`config.mk`:
```
export PLATFORM = sky130hd
export DESIGN_NAME = fpga_top
export DESIGN_NICKNAME = d
export VERILOG_FILES = /design/src/rtl/fpga_top.sv
export SDC_FILE = /design/constraint.sdc
export NUM_CORES = 1
export LEC_CHECK = 0
export BUFFER_PORTS_ARGS = -buffer_cell sky130_fd_sc_hd__buf_4
export CAP_MARGIN = 10
export CORE_MARGIN = 1
export CORE_UTILIZATION = 32
export CTS_CLUSTER_SIZE = 16
export DETAILED_ROUTE_END_ITERATION = 16
export PLACE_DENSITY = 0.44
export SLEW_MARGIN = 20
export SYNTH_ARGS = -nofsm -noshare
export SYNTH_HDL_FRONTEND = slang
export SYNTH_SLANG_ARGS = --single-unit
export TNS_END_PERCENT = 1
```
`constraint.sdc`:
```
create_clock -name clk -period 5.8 [get_ports clk]
set_input_delay 0.29 -clock clk [delete_from_list [all_inputs] [get_ports clk]]
set_output_delay 0.29 -clock clk [all_outputs]
set_load 0.03 [all_outputs]
```
`src/rtl/fpga_top.sv`:
```
// fpga_top: UART message beacon.
// Sends one 17-byte frame ("HELLO URP 2024\r\n" plus an XOR checksum byte)
// as 8N1 serial data on tx_data after reset. Status LEDs show busy, done,
// heartbeat and checksum-in-flight.
// Optional feature: define FPGA_TOP_LOOP_EN to resend the frame forever,
// with LOOP_GAP idle cycles between frames.
// clk_mem is present only for pin compatibility; nothing uses it.
module fpga_top #(
  parameter int CLKS_PER_BIT     = 868,
  parameter int START_DELAY      = 16,
  parameter int HEARTBEAT_CYCLES = 50_000_000,
  parameter int LOOP_GAP         = 64
) (
  input  logic       clk,
  input  logic       rst,
  input  logic       clk_mem,
  output logic       tx_data,
  output logic [3:0] test_led
);

  localparam int BIT_W = (CLKS_PER_BIT > 1) ? $clog2(CLKS_PER_BIT) : 1;
  localparam int DLY_W = (START_DELAY > 0) ? $clog2(START_DELAY + 1) : 1;
  localparam int HB_W  = (HEARTBEAT_CYCLES > 1) ? $clog2(HEARTBEAT_CYCLES) : 1;

  localparam logic [BIT_W-1:0] BIT_LAST = BIT_W'(CLKS_PER_BIT - 1);
  localparam logic [DLY_W-1:0] DLY_LAST = DLY_W'(START_DELAY);
  localparam logic [HB_W-1:0]  HB_LAST  = HB_W'(HEARTBEAT_CYCLES - 1);
  localparam logic [4:0]       CHK_IDX  = 5'd16;

  typedef enum logic [2:0] {
    WAIT,
    START,
    DATA,
    STOP,
    DONE
  } state_t;

  state_t           state;
  state_t           state_next;
  logic [DLY_W-1:0] delay_cnt;
  logic [BIT_W-1:0] bit_cnt;
  logic [2:0]       bit_idx;
  logic [4:0]       byte_idx;
  logic             done_flag;
  logic [HB_W-1:0]  hb_cnt;
  logic             hb_led;
  logic             busy;
  logic             bit_end;
  logic             chk_active;
  logic [7:0]       cur_byte;

`ifdef FPGA_TOP_LOOP_EN
  localparam int GAP_W = (LOOP_GAP > 1) ? $clog2(LOOP_GAP) : 1;
  localparam logic [GAP_W-1:0] GAP_LAST = GAP_W'(LOOP_GAP - 1);
  logic [GAP_W-1:0] gap_cnt;
`else
  localparam int unused_loop_gap = LOOP_GAP;
`endif

  // Pin-compatibility input, deliberately left unconnected to any logic.
  logic unused_clk_mem;
  assign unused_clk_mem = clk_mem;

  // Message ROM; index 16 is the checksum (XOR of bytes 0..15).
  function automatic logic [7:0] frame_byte(input logic [4:0] idx);
    case (idx)
      5'd0:    frame_byte = 8'h48;
      5'd1:    frame_byte = 8'h45;
      5'd2:    frame_byte = 8'h4C;
      5'd3:    frame_byte = 8'h4C;
      5'd4:    frame_byte = 8'h4F;
      5'd5:    frame_byte = 8'h20;
      5'd6:    frame_byte = 8'h55;
      5'd7:    frame_byte = 8'h52;
      5'd8:    frame_byte = 8'h50;
      5'd9:    frame_byte = 8'h20;
      5'd10:   frame_byte = 8'h32;
      5'd11:   frame_byte = 8'h30;
      5'd12:   frame_byte = 8'h32;
      5'd13:   frame_byte = 8'h34;
      5'd14:   frame_byte = 8'h0D;
      5'd15:   frame_byte = 8'h0A;
      default: frame_byte = 8'h16;
    endcase
  endfunction

  // Next-state decode and line/LED outputs from the current state.
  always_comb begin
    // NOTE: every output of this block gets a default first so no path
    // leaves a value unassigned and no latch is inferred.
    state_next = state;
    busy       = 1'b0;
    tx_data    = 1'b1;
    cur_byte   = frame_byte(byte_idx);
    bit_end    = (bit_cnt == BIT_LAST);
    case (state)
      WAIT: begin
        if (delay_cnt == DLY_LAST) state_next = START;
      end
      START: begin
        busy    = 1'b1;
        tx_data = 1'b0;
        if (bit_end) state_next = DATA;
      end
      DATA: begin
        busy    = 1'b1;
        tx_data = cur_byte[bit_idx];
        if (bit_end && (bit_idx == 3'd7)) state_next = STOP;
      end
      STOP: begin
        busy = 1'b1;
        if (bit_end) state_next = (byte_idx == CHK_IDX) ? DONE : START;
      end
      DONE: begin
`ifdef FPGA_TOP_LOOP_EN
        if (gap_cnt == GAP_LAST) state_next = START;
`endif
      end
      default: state_next = WAIT;
    endcase
    chk_active = busy && (byte_idx == CHK_IDX);
  end

  assign test_led = {chk_active, hb_led, done_flag, busy};

  // State register plus bit/byte/delay counters for the transmitter.
  always_ff @(posedge clk) begin
    // NOTE: sequential state uses non-blocking assignments so every
    // register samples values from before this edge.
    if (rst) begin
      state     <= WAIT;
      delay_cnt <= '0;
      bit_cnt   <= '0;
      bit_idx   <= '0;
      byte_idx  <= '0;
      done_flag <= 1'b0;
`ifdef FPGA_TOP_LOOP_EN
      gap_cnt   <= '0;
`endif
    end else begin
      state <= state_next;

      if ((state == WAIT) && (state_next == WAIT)) delay_cnt <= delay_cnt + 1'b1;

      if (busy) bit_cnt <= bit_end ? '0 : bit_cnt + 1'b1;
      else      bit_cnt <= '0;

      if ((state == DATA) && bit_end) bit_idx <= bit_idx + 1'b1;

      if ((state == STOP) && bit_end && (byte_idx != CHK_IDX)) byte_idx <= byte_idx + 1'b1;

      if (state_next == DONE) done_flag <= 1'b1;

`ifdef FPGA_TOP_LOOP_EN
      if ((state == DONE) && (state_next == DONE)) gap_cnt <= gap_cnt + 1'b1;
      else                                         gap_cnt <= '0;
      if ((state == DONE) && (state_next == START)) byte_idx <= '0;
`endif
    end
  end

  // Free-running heartbeat, independent of the transmitter.
  always_ff @(posedge clk) begin
    if (rst) begin
      hb_cnt <= '0;
      hb_led <= 1'b0;
    end else if (hb_cnt == HB_LAST) begin
      hb_cnt <= '0;
      hb_led <= ~hb_led;
    end else begin
      hb_cnt <= hb_cnt + 1'b1;
    end
  end

endmodule

```
==> results of run 1 <==
-- layout by cell type (no fill, tap or decap), types with 2 or more instances in the layout --
master	count
a21oi_1	9
a31oi_1	3
and2_1	5
and3_1	6
and4_1	2
buf_4	6
clkbuf_8	9
clkinv_2	3
dfxtp_1	61
ha_1	12
inv_1	15
mux2i_1	2
nand2_1	31
nand2b_1	3
nand3_1	14
nand4_1	9
nor2_1	72
nor3_1	6
nor4_1	2
o21ai_0	8
or4_1	2
xnor2_1	17
xor2_1	27
-- power groups by stage --
| stage | Combinational (W) | Sequential, W | Clock, W |
|---|---|---|---|
| 6_report | 0.0000146 | 0.000425 | 0.000352 |
| 5_1_grt | 0.0000170 | 0.000426 | 0.000388 |
| 3_3_place_gp | 0.0000150 | 0.000435 | 0 |
| 4_1_cts | 0.0000150 | 0.000425 | 0.000368 |
| 2_1_floorplan | 0.0000125 | 0.000434 | 0 |
| 3_5_place_dp | 0.0000150 | 0.000435 | 0 |
-- critical path, stage by stage, from the launching register on --
cell	delay [ns]
dfxtp_1	0.33
inv_1	0.09
ha_1	0.15
nand2_1	0.05
nor3_1	0.47
nor2_1	0.21
mux2i_1	0.22
nor2_1	0.23
inv_1	0.12
ha_1	0.21
mux2_4	0.27
a32o_1	0.19
-- per-stage QoR --
| stage | power, W | hold slack [ns] | area [sq um] |
|---|---|---|---|
| 2_1_floorplan | 0.000447 | 0.418 | 2920 |
| 3_3_place_gp | 0.000450 | 0.434 | 3010 |
| 3_5_place_dp | 0.000450 | 0.440 | 3010 |
| 4_1_cts | 0.000808 | 0.318 | 3190 |
| 5_1_grt | 0.000831 | 0.349 | 3190 |
| 6_report | 0.000793 | 0.328 | 3190 |
-- final timing paths --
check	startpoint	to	slack, ns
worst min register to register	hb_cnt[0]$_SDFF_PP0_	hb_cnt[0]$_SDFF_PP0_	0.45
worst max-delay path	byte_idx[0]$_SDFFE_PP0P_	register	3.16
worst min-delay path	rst	delay_cnt[0]$_SDFFE_PP0P_	0.33
worst max register to register	byte_idx[0]$_SDFFE_PP0P_	register	3.16
-- layout make-up --
| class | instances | area, sq um | share of cell area, % |
|---|---|---|---|
| Timing Repair Buffer | 6 | 45.0 | 1.41 |
| Inverter | 16 | 60.1 | 1.88 |
| Sequential cell | 61 | 1220 | 38.2 |
| Tap cell | 108 | 135 | 4.23 |
| Clock inverter | 5 | 52.6 | 1.65 |
| Clock buffer | 10 | 128 | 4.00 |
| Multi-Input combinational cell | 252 | 1550 | 48.6 |
-- logic make-up (layout without fill, tap and decap cells) --
logic type	count (synthesis)	count (layout)	synth area share, %
compound gates	30	30	6.68
xor+xnor	44	44	13.2
fa+ha+maj	12	12	5.14
buf+inv	31	37	5.01
flops	61	61	41.8
mux	5	5	2.06
simple gates	161	161	26.1
-- routing by layer --
layer	wire length (um)	vias up	part of all wire, %	track usage, %
met5	0	-	0	0
met4	113	0	2.2	6.45
met3	151	11	2.9	2.66
met2	2110	18	41	17.5
met1	2840	964	54	16.3
li1	-	1142	-	-
==> out/qor.yml, run 1 <==
worstSetupStartpointType: "register"
dp_cells: 443
p_sw_w: 0.000171
switching_share_pct: 21.6
clockRootBuffer: "clkbuf_8"
dr.pass1.iters: 4
die_x_um: 97.5
finish.utilization_pct: 36.5
synth.most_common_cell: "nor2_1"
fillers: 935
synth_top_area_share_pct: 41.8
area_growth_pct: 9.38
grt_max_degree: 28
initial_core_util_pct: 33.3
p_leak_nw: 1.18
syn_area_per_cell_sq_um: 8.49
io_pins: 8
worst_pin_slew_ns: 0.904
rsz0062_at_grt: "no"
place_ws_ns: 3.14
synth_area_sq_mm: 0.00292
n_antenna_cell: 0
maxCapViolCount: 0
status: "finished, final reports clean"
tns_ns: 0
drive_gt1_share_pct: 8.29
wl_per_cell_um: 11.4
drc: 0
r2r_cells: 11
final.setup.worst_slack_ns: 3.16
synth_edf_count: 0
core_sq_mm: 0.00876
synth_ff_type: "dfxtp_1"
powerDensity_mw_per_mm2: 248
p_clk_share_pct: 44.5
port_buffers: 6
cts.sinks: 61
rows: 34
max_freq_mhz: 379
antenna_found_initial: 0
cp_max_fo: 5
via_per_inst: 4.66
required_ns: 6.02
holdBufCountCts: 0
dp_hpwl_um: 3690
maxSlewViolCount: 0
grt_pass1_wl_um: 9140
fin_nets: 361
final_cell_count_no_fill: 458
syn_nets: 359
grt_remaining_overflow: 0
period_share_pct: 45.5
yosysWarnings: 0
yosys_register_bits: 61
htreeDepth: 3
clkLatencyLatePin_ns: 0.33
die_h_um: 97.5
maxSlewHeadroom_pct: 39.2
hp-class: "input port to register"
grtUsageTotal_pct: 12.0
ctsResizeCount: 0
grt_pass1_vias: 2062
synth-seq-area-share_pct: 41.8
hold_viol: 0
finalSetupViolCount: 0
dieArea_sq_mm: 0.00951
synthTopCellsByCount: "nor2_1 (72), dfxtp_1 (61), nand2_1 (31)"
async_flop_share_pct: 0
antenna_left: 0
synth.distinct_cells: 48
globalplace.congestion: 0.779
drt_iter0_drc: 54
synthTopCellsByArea: "dfxtp_1 (42%), nor2_1 (9.3%), xor2_1 (8.1%)"
cts_tree: "yes"
cts.clk_slew.worst_paths_ns: 0.07
post_cts_buffers: 0
comb_power_share_pct: 1.8
holdPathStages: 2
p_int_w: 0.000621
cts-buffers-inserted: 9
routed_wl_um: 5220
synth_area_leader_cell: "dfxtp_1"
ir_worst_vdd_mv: 0.0795
min_period_ns: 2.64
skew_ns: 0.00817
syn_inst: 344
cp-end-kind: "register"
seqPwrFrac_pct: 53.7
crit_type: "register to register"
vias: 2135
cp.arrival_ns: 2.86
cts_buffer_depth: 2
(Power assumes the default switching activity.)
==> run 2: changes to the inputs <==
==> constraint.sdc (replaced) <==
create_clock -name clk -period 2.53 [get_ports clk]
set_input_delay 0.1265 -clock clk [delete_from_list [all_inputs] [get_ports clk]]
set_output_delay 0.1265 -clock clk [all_outputs]
set_load 0.03 [all_outputs]
==> run 2 against run 1 <==
Net effect:
- total power grew to 2.6 times the previous value
- cell count is 2.2% higher
- global-route usage is 0.33 points higher
- largest power group is now clock
- core utilization is 1.6 points higher
- sequential power is 130% higher
- critical path depth is 1 lower
==> out/qor.yml, run 2 (synthesis gave the netlist of run 1 again) <==
ir_worst_vdd_mv: 0.358
maxCapViolCount: 0
drc: 0
grt_pass1_wl_um: 9450
cts_tree: "yes"
powerDensity_mw_per_mm2: 623
cts.sinks: 61
port_buffers: 6
clkLatencyLatePin_ns: 0.33
cp_max_fo: 4
grtUsageTotal_pct: 12.3
dr.pass1.iters: 4
die_x_um: 97.5
cts.clk_slew.worst_paths_ns: 0.07
cp-end-kind: "register"
met3_usage_pct: 3.67
wl_per_cell_um: 11.4
worstSetupStartpointType: "register"
maxSlewViolCount: 0
vias: 2145
seqCellArea_sq_mm: 0.00122
io_pins: 8
comb_power_share_pct: 1.6
tns_ns: 0
slowest_delay_ns: 0.37
p_int_w: 0.00166
finish.utilization_pct: 38.0
antenna_left: 0
post_cts_buffers: 0
maxSlewHeadroom_pct: 61.5
dp_cells: 452
globalplace.congestion: 0.701
routed_wl_um: 5350
dp_hpwl_um: 3760
grt_util_met1_pct: 17.4
area_growth_pct: 14.1
crit_type: "register to register"
die_h_um: 97.5
final_cell_count_no_fill: 468
final_common_cell: "nor2_1"
skew_ns: 0.00817
cts_buffer_depth: 2
fillers: 911
path_cells: "ha_1 > and4b_1 > nand4_2 > nor2_2 > mux2i_1 > nor2_1 > inv_1 > ha_1 > mux2_4 > a32o_1"
hp-class: "input port to register"
grt_pass1_vias: 2070
power_w: 0.00208
initial_core_util_pct: 33.3
required_ns: 2.75
p_clk_share_pct: 51.4
use_met2_pct: 17.3
p_leak_nw: 1.25
rows: 34
rsz0062_at_grt: "no"
drive_gt1_share_pct: 11.4
n_antenna_cell: 0
clockRootBuffer: "clkbuf_8"
dieArea_sq_mm: 0.00951
whs_ns: 0.165
multi_input_area_sq_mm: 0.00156
period_share_pct: 91.0
switching_share_pct: 20.1
hold_viol: 0
seqPwrFrac_pct: 47.0
cts-buffers-inserted: 9
finalSetupViolCount: 0
mostFrequentLayoutCells: "nor2_1 (71), dfxtp_1 (61), nand2_1 (31)"
fin_nets: 370
min_period_ns: 2.30
crit_top_cell: "ha_1"
ctsResizeCount: 0
antenna_found_initial: 0
critPathSlowestCell: "dfxtp_1"
grt_remaining_overflow: 0
worst_pin_slew_ns: 0.572
core_sq_mm: 0.00876
via_per_inst: 4.58
grt_max_degree: 28
p_sw_w: 0.000417
busiest_layer: "met1"
max_freq_mhz: 434
holdBufCountCts: 0
htreeDepth: 3
cp.buffers_inverters: 1
status: "finished, final reports clean"
drt_iter0_drc: 55
cp_top_family: "simple AND/OR/NAND/NOR gates"
cp.arrival_ns: 2.53
## run 2: changes by cell type in the layout (fill, tap and decap cells not counted)
cell        before  now
buf_4            6   15
bufinv_16        1    3
clkbuf_1         1    0
clkbuf_8         9   10
clkinv_2         3    1
clkinvlp_4       1    2
nor2_1          72   71
nor2_2           0    1
## run 2: through the flow
step / instance area, sq um / setup WS, ns
6_report: 3330 / 0.228
5_1_grt: 3330 / 0.0217
4_1_cts: 3330 / 0.115
3_5_place_dp: 3080 / 0.136
3_3_place_gp: 3080 / 0.159
2_1_floorplan: 2920 / 0.218
## run 2: path summary, 6_finish.rpt
check | start | to | slack (ns) | cells after the start
hold reg to reg | hb_cnt[0]$_SDFF_PP0_ | hb_cnt[0]$_SDFF_PP0_ | 0.45 | 1
hold / removal | rst | delay_cnt[4]$_SDFFE_PP0P_ | 0.17 | 2
setup reg to reg | bit_cnt[0]$_SDFF_PP0_ | register | 0.23 | 10
setup / recovery | bit_cnt[0]$_SDFF_PP0_ | register | 0.23 | 10
## run 2: final cells by class
class | count | area share (%)
clock inverters | 6 | 3.30
inverters | 16 | 1.80
flip-flops and latches | 61 | 36.7
clock buffers | 10 | 4.13
repair buffers | 15 | 3.38
well taps | 108 | 4.06
multi-input cells | 252 | 46.7
## run 2: power by group through the flow
stage,sequential [W],clock [W],combinational (W)
CTS,0.000975,0.00110,0.0000341
finish,0.000975,0.00107,0.0000336
global placement,0.000997,0,0.0000343
floorplan,0.000996,0,0.0000287
global route,0.000976,0.00115,0.0000401
detailed placement,0.000997,0,0.0000342
## run 2: metal layers
| layer | vias to the layer above | wire, um |
|---|---|---|
| met4 | 0 | 88 |
| met1 | 949 | 2960 |
| li1 | 1163 | - |
| met3 | 10 | 168 |
| met5 | - | 0 |
| met2 | 23 | 2140 |
## run 2: worst reg2reg max path: stages (launching register included)
cell	delay (ns)
dfxtp_1	0.37
ha_1	0.21
and4b_1	0.24
nand4_2	0.15
nor2_2	0.21
mux2i_1	0.12
nor2_1	0.15
inv_1	0.09
ha_1	0.20
mux2_4	0.26
a32o_1	0.20
==> run 3: changes to the inputs <==
--- a/config.mk
+++ b/config.mk
@@ -5,6 +5,7 @@
 export SDC_FILE = /design/constraint.sdc
 export NUM_CORES = 1
 export LEC_CHECK = 0
+export ABC_AREA = 1
 export BUFFER_PORTS_ARGS = -buffer_cell sky130_fd_sc_hd__buf_4
 export CAP_MARGIN = 10
 export CORE_MARGIN = 1
==> run 3 against run 2 <==
Net effect:
- sequential share of layout area is 3.1 points lower
- synthesized cell count rose by 26%
- first-iteration DRC count is 35% higher
- cell area increased by 9.1%
- fmax increased by 8.4%
- combinational power increased by 17%
- clock power shrank 6%
- core utilization fell by 0.99 points
- largest cell class unchanged
- largest power group unchanged
==> out/qor.yml, run 3 <==
dp_cells: 567
fillers: 1101
synth-seq-area-share_pct: 37.6
synth_top_area_share_pct: 37.6
p_int_w: 0.00159
cp_max_fo: 6
seqCellArea_sq_mm: 0.00122
placed_area_sq_mm: 0.00340
maxCapViolCount: 0
grt_pass1_vias: 2452
skew_ns: 0.00880
max_freq_mhz: 471
r2r_cells: 12
path_cells: "ha_1 > nand3_1 > nor2_8 > nand3_4 > inv_2 > nor2_1 > nor2_2 > inv_1 > ha_1 > nand2_1 > nand3_1 > nand2_1"
hold_viol: 0
antenna_found_initial: 0
final.setup.worst_slack_ns: 0.406
finish.utilization_pct: 37.0
dr.pass1.iters: 4
vias: 2659
grt_remaining_overflow: 0
syn_nets: 450
synthTopCellsByCount: "nand2_1 (70), dfxtp_1 (61), nor2_1 (61)"
synth.distinct_cells: 41
io_pins: 8
routed_wl_um: 6830
yosys_register_bits: 61
hp-class: "input port to register"
grt_pass1_wl_um: 11600
crit_type: "register to register"
p_sw_w: 0.000438
startpoint: "bit_cnt[0]$_SDFF_PP0_"
final_cell_count_no_fill: 583
status: "finished, final reports clean"
drc: 0
cp-end-kind: "register"
switching_share_pct: 21.6
htreeDepth: 3
syn_inst: 435
rrSetupSlack_ns: 0.41
comb_power_share_pct: 1.9
drt_iter0_drc: 74
seqPwrFrac_pct: 48.1
clkLatencyLatePin_ns: 0.34
post_cts_buffers: 0
synth_area_leader_cell: "dfxtp_1"
ctsResizeCount: 0
maxSlewViolCount: 0
ir_worst_vdd_mv: 0.276
mostFrequentLayoutCells: "nand2_1 (70), nor2_1 (61), dfxtp_1 (61)"
dp_hpwl_um: 5090
die_x_um: 103
finalSetupViolCount: 0
tns_ns: 0
grt_max_degree: 26
cts-buffers-inserted: 9
grtUsageTotal_pct: 14.5
globalplace.congestion: 0.808
worstSetupStartpointType: "register"
async_flop_share_pct: 0
p_leak_nw: 1.37
antenna_left: 0
synth_edf_count: 0
die_h_um: 103
worst_pin_slew_ns: 0.521
dieArea_sq_mm: 0.0105
drive_gt1_share_pct: 14.2
cts.clk_slew.worst_paths_ns: 0.07
place_ws_ns: 0.396
period_share_pct: 83.9
synth_ff_type: "dfxtp_1"
wl_per_cell_um: 11.7
synth.most_common_cell: "nand2_1"
slowest_delay_ns: 0.37
initial_core_util_pct: 33.0
core_sq_mm: 0.00982
p_clk_share_pct: 49.9
fin_nets: 460
via_per_inst: 4.56
rows: 36
maxSlewHeadroom_pct: 65.1
cts.sinks: 61
area_growth_pct: 12.1
cts_buffer_depth: 2
final_common_cell: "nand2_1"
powerDensity_mw_per_mm2: 558
rr_startpoint: "bit_cnt[0]$_SDFF_PP0_"
syn_area_per_cell_sq_um: 7.46
clockRootBuffer: "clkbuf_8"
multi_input_area_sq_mm: 0.00175
synthTopCellsByArea: "dfxtp_1 (38%), nand2_1 (8.1%), nor2_1 (7.1%)"
holdBufCountCts: 0
required_ns: 2.82
synth_area_sq_mm: 0.00324
yosysWarnings: 0
rsz0062_at_grt: "no"
min_period_ns: 2.12
cp.arrival_ns: 2.41
critPathSlowestCell: "dfxtp_1"
final_area_sq_mm: 0.00364
cts_tree: "yes"
n_antenna_cell: 0
port_buffers: 6
==> run 3: worst min path at each step <==
| stage | start | to | slack (ns) | cells after the start |
|---|---|---|---|---|
| 2_1_floorplan | rst | delay_cnt[0]$_SDFFE_PP0P_ | 0.37 | 2 |
| 3_3_place_gp | rst | delay_cnt[3]$_SDFFE_PP0P_ | 0.39 | 2 |
| 3_5_place_dp | rst | delay_cnt[0]$_SDFFE_PP0P_ | 0.40 | 2 |
| 4_1_cts | rst | delay_cnt[0]$_SDFFE_PP0P_ | 0.03 | 2 |
| 5_1_grt | rst | delay_cnt[1]$_SDFFE_PP0P_ | 0.04 | 2 |
| 6_report | rst | delay_cnt[0]$_SDFFE_PP0P_ | 0.04 | 2 |
==> run 3: critical path: cells and delay by family, from the launching register on <==
family	cells	cell delay [ns]
adder cells (fa/ha/maj)	2	0.43
buffers and inverters	2	0.19
flip-flops	1	0.37
AND/OR/NAND/NOR	8	1.09
==> run 3: cells by family after synthesis <==
| logic type | share of synthesized area (%) |
|---|---|
| flip-flops | 37.6 |
| AND/OR/NAND/NOR | 36.4 |
| AO/OA/AOI/OAI | 8.33 |
| buffers and inverters | 8.37 |
| XOR/XNOR | 4.59 |
| adder cells (fa/ha/maj) | 4.63 |
==> run 3: cell type report <==
cell class	instances	share of cell area (%)
Clock buffer	11	4.16
Clock inverter	5	2.27
Inverter	55	5.78
Multi-Input combinational cell	311	48.2
Sequential cell	61	33.6
Tap cell	133	4.58
Timing Repair Buffer	7	1.45
==> run 3: layer usage <==
| layer | track usage (%) | share of wire, % | vias to the layer above |
|---|---|---|---|
| li1 | - | - | 1439 |
| met1 | 18.6 | 50 | 1185 |
| met3 | 3.80 | 2.9 | 10 |
| met5 | 0 | 0 | - |
| met4 | 6.92 | 1.8 | 0 |
| met2 | 22.6 | 46 | 25 |
==> run 3: power by group through the flow <==
stage | Combinational (W) | Clock (W) | Sequential [W]
floorplan | 0.0000334 | 0 | 0.000997
global placement | 0.0000393 | 0 | 0.000999
detailed placement | 0.0000405 | 0 | 0.000998
CTS | 0.0000405 | 0.00105 | 0.000976
global route | 0.0000459 | 0.00110 | 0.000977
finish | 0.0000394 | 0.00101 | 0.000976
==> run 3: through the flow <==
step / total power [W] / hold slack, ns
6_report: 0.00203 / 0.0405
5_1_grt: 0.00212 / 0.0367
4_1_cts: 0.00206 / 0.0251
3_5_place_dp: 0.00104 / 0.396
3_3_place_gp: 0.00104 / 0.389
2_1_floorplan: 0.00103 / 0.373
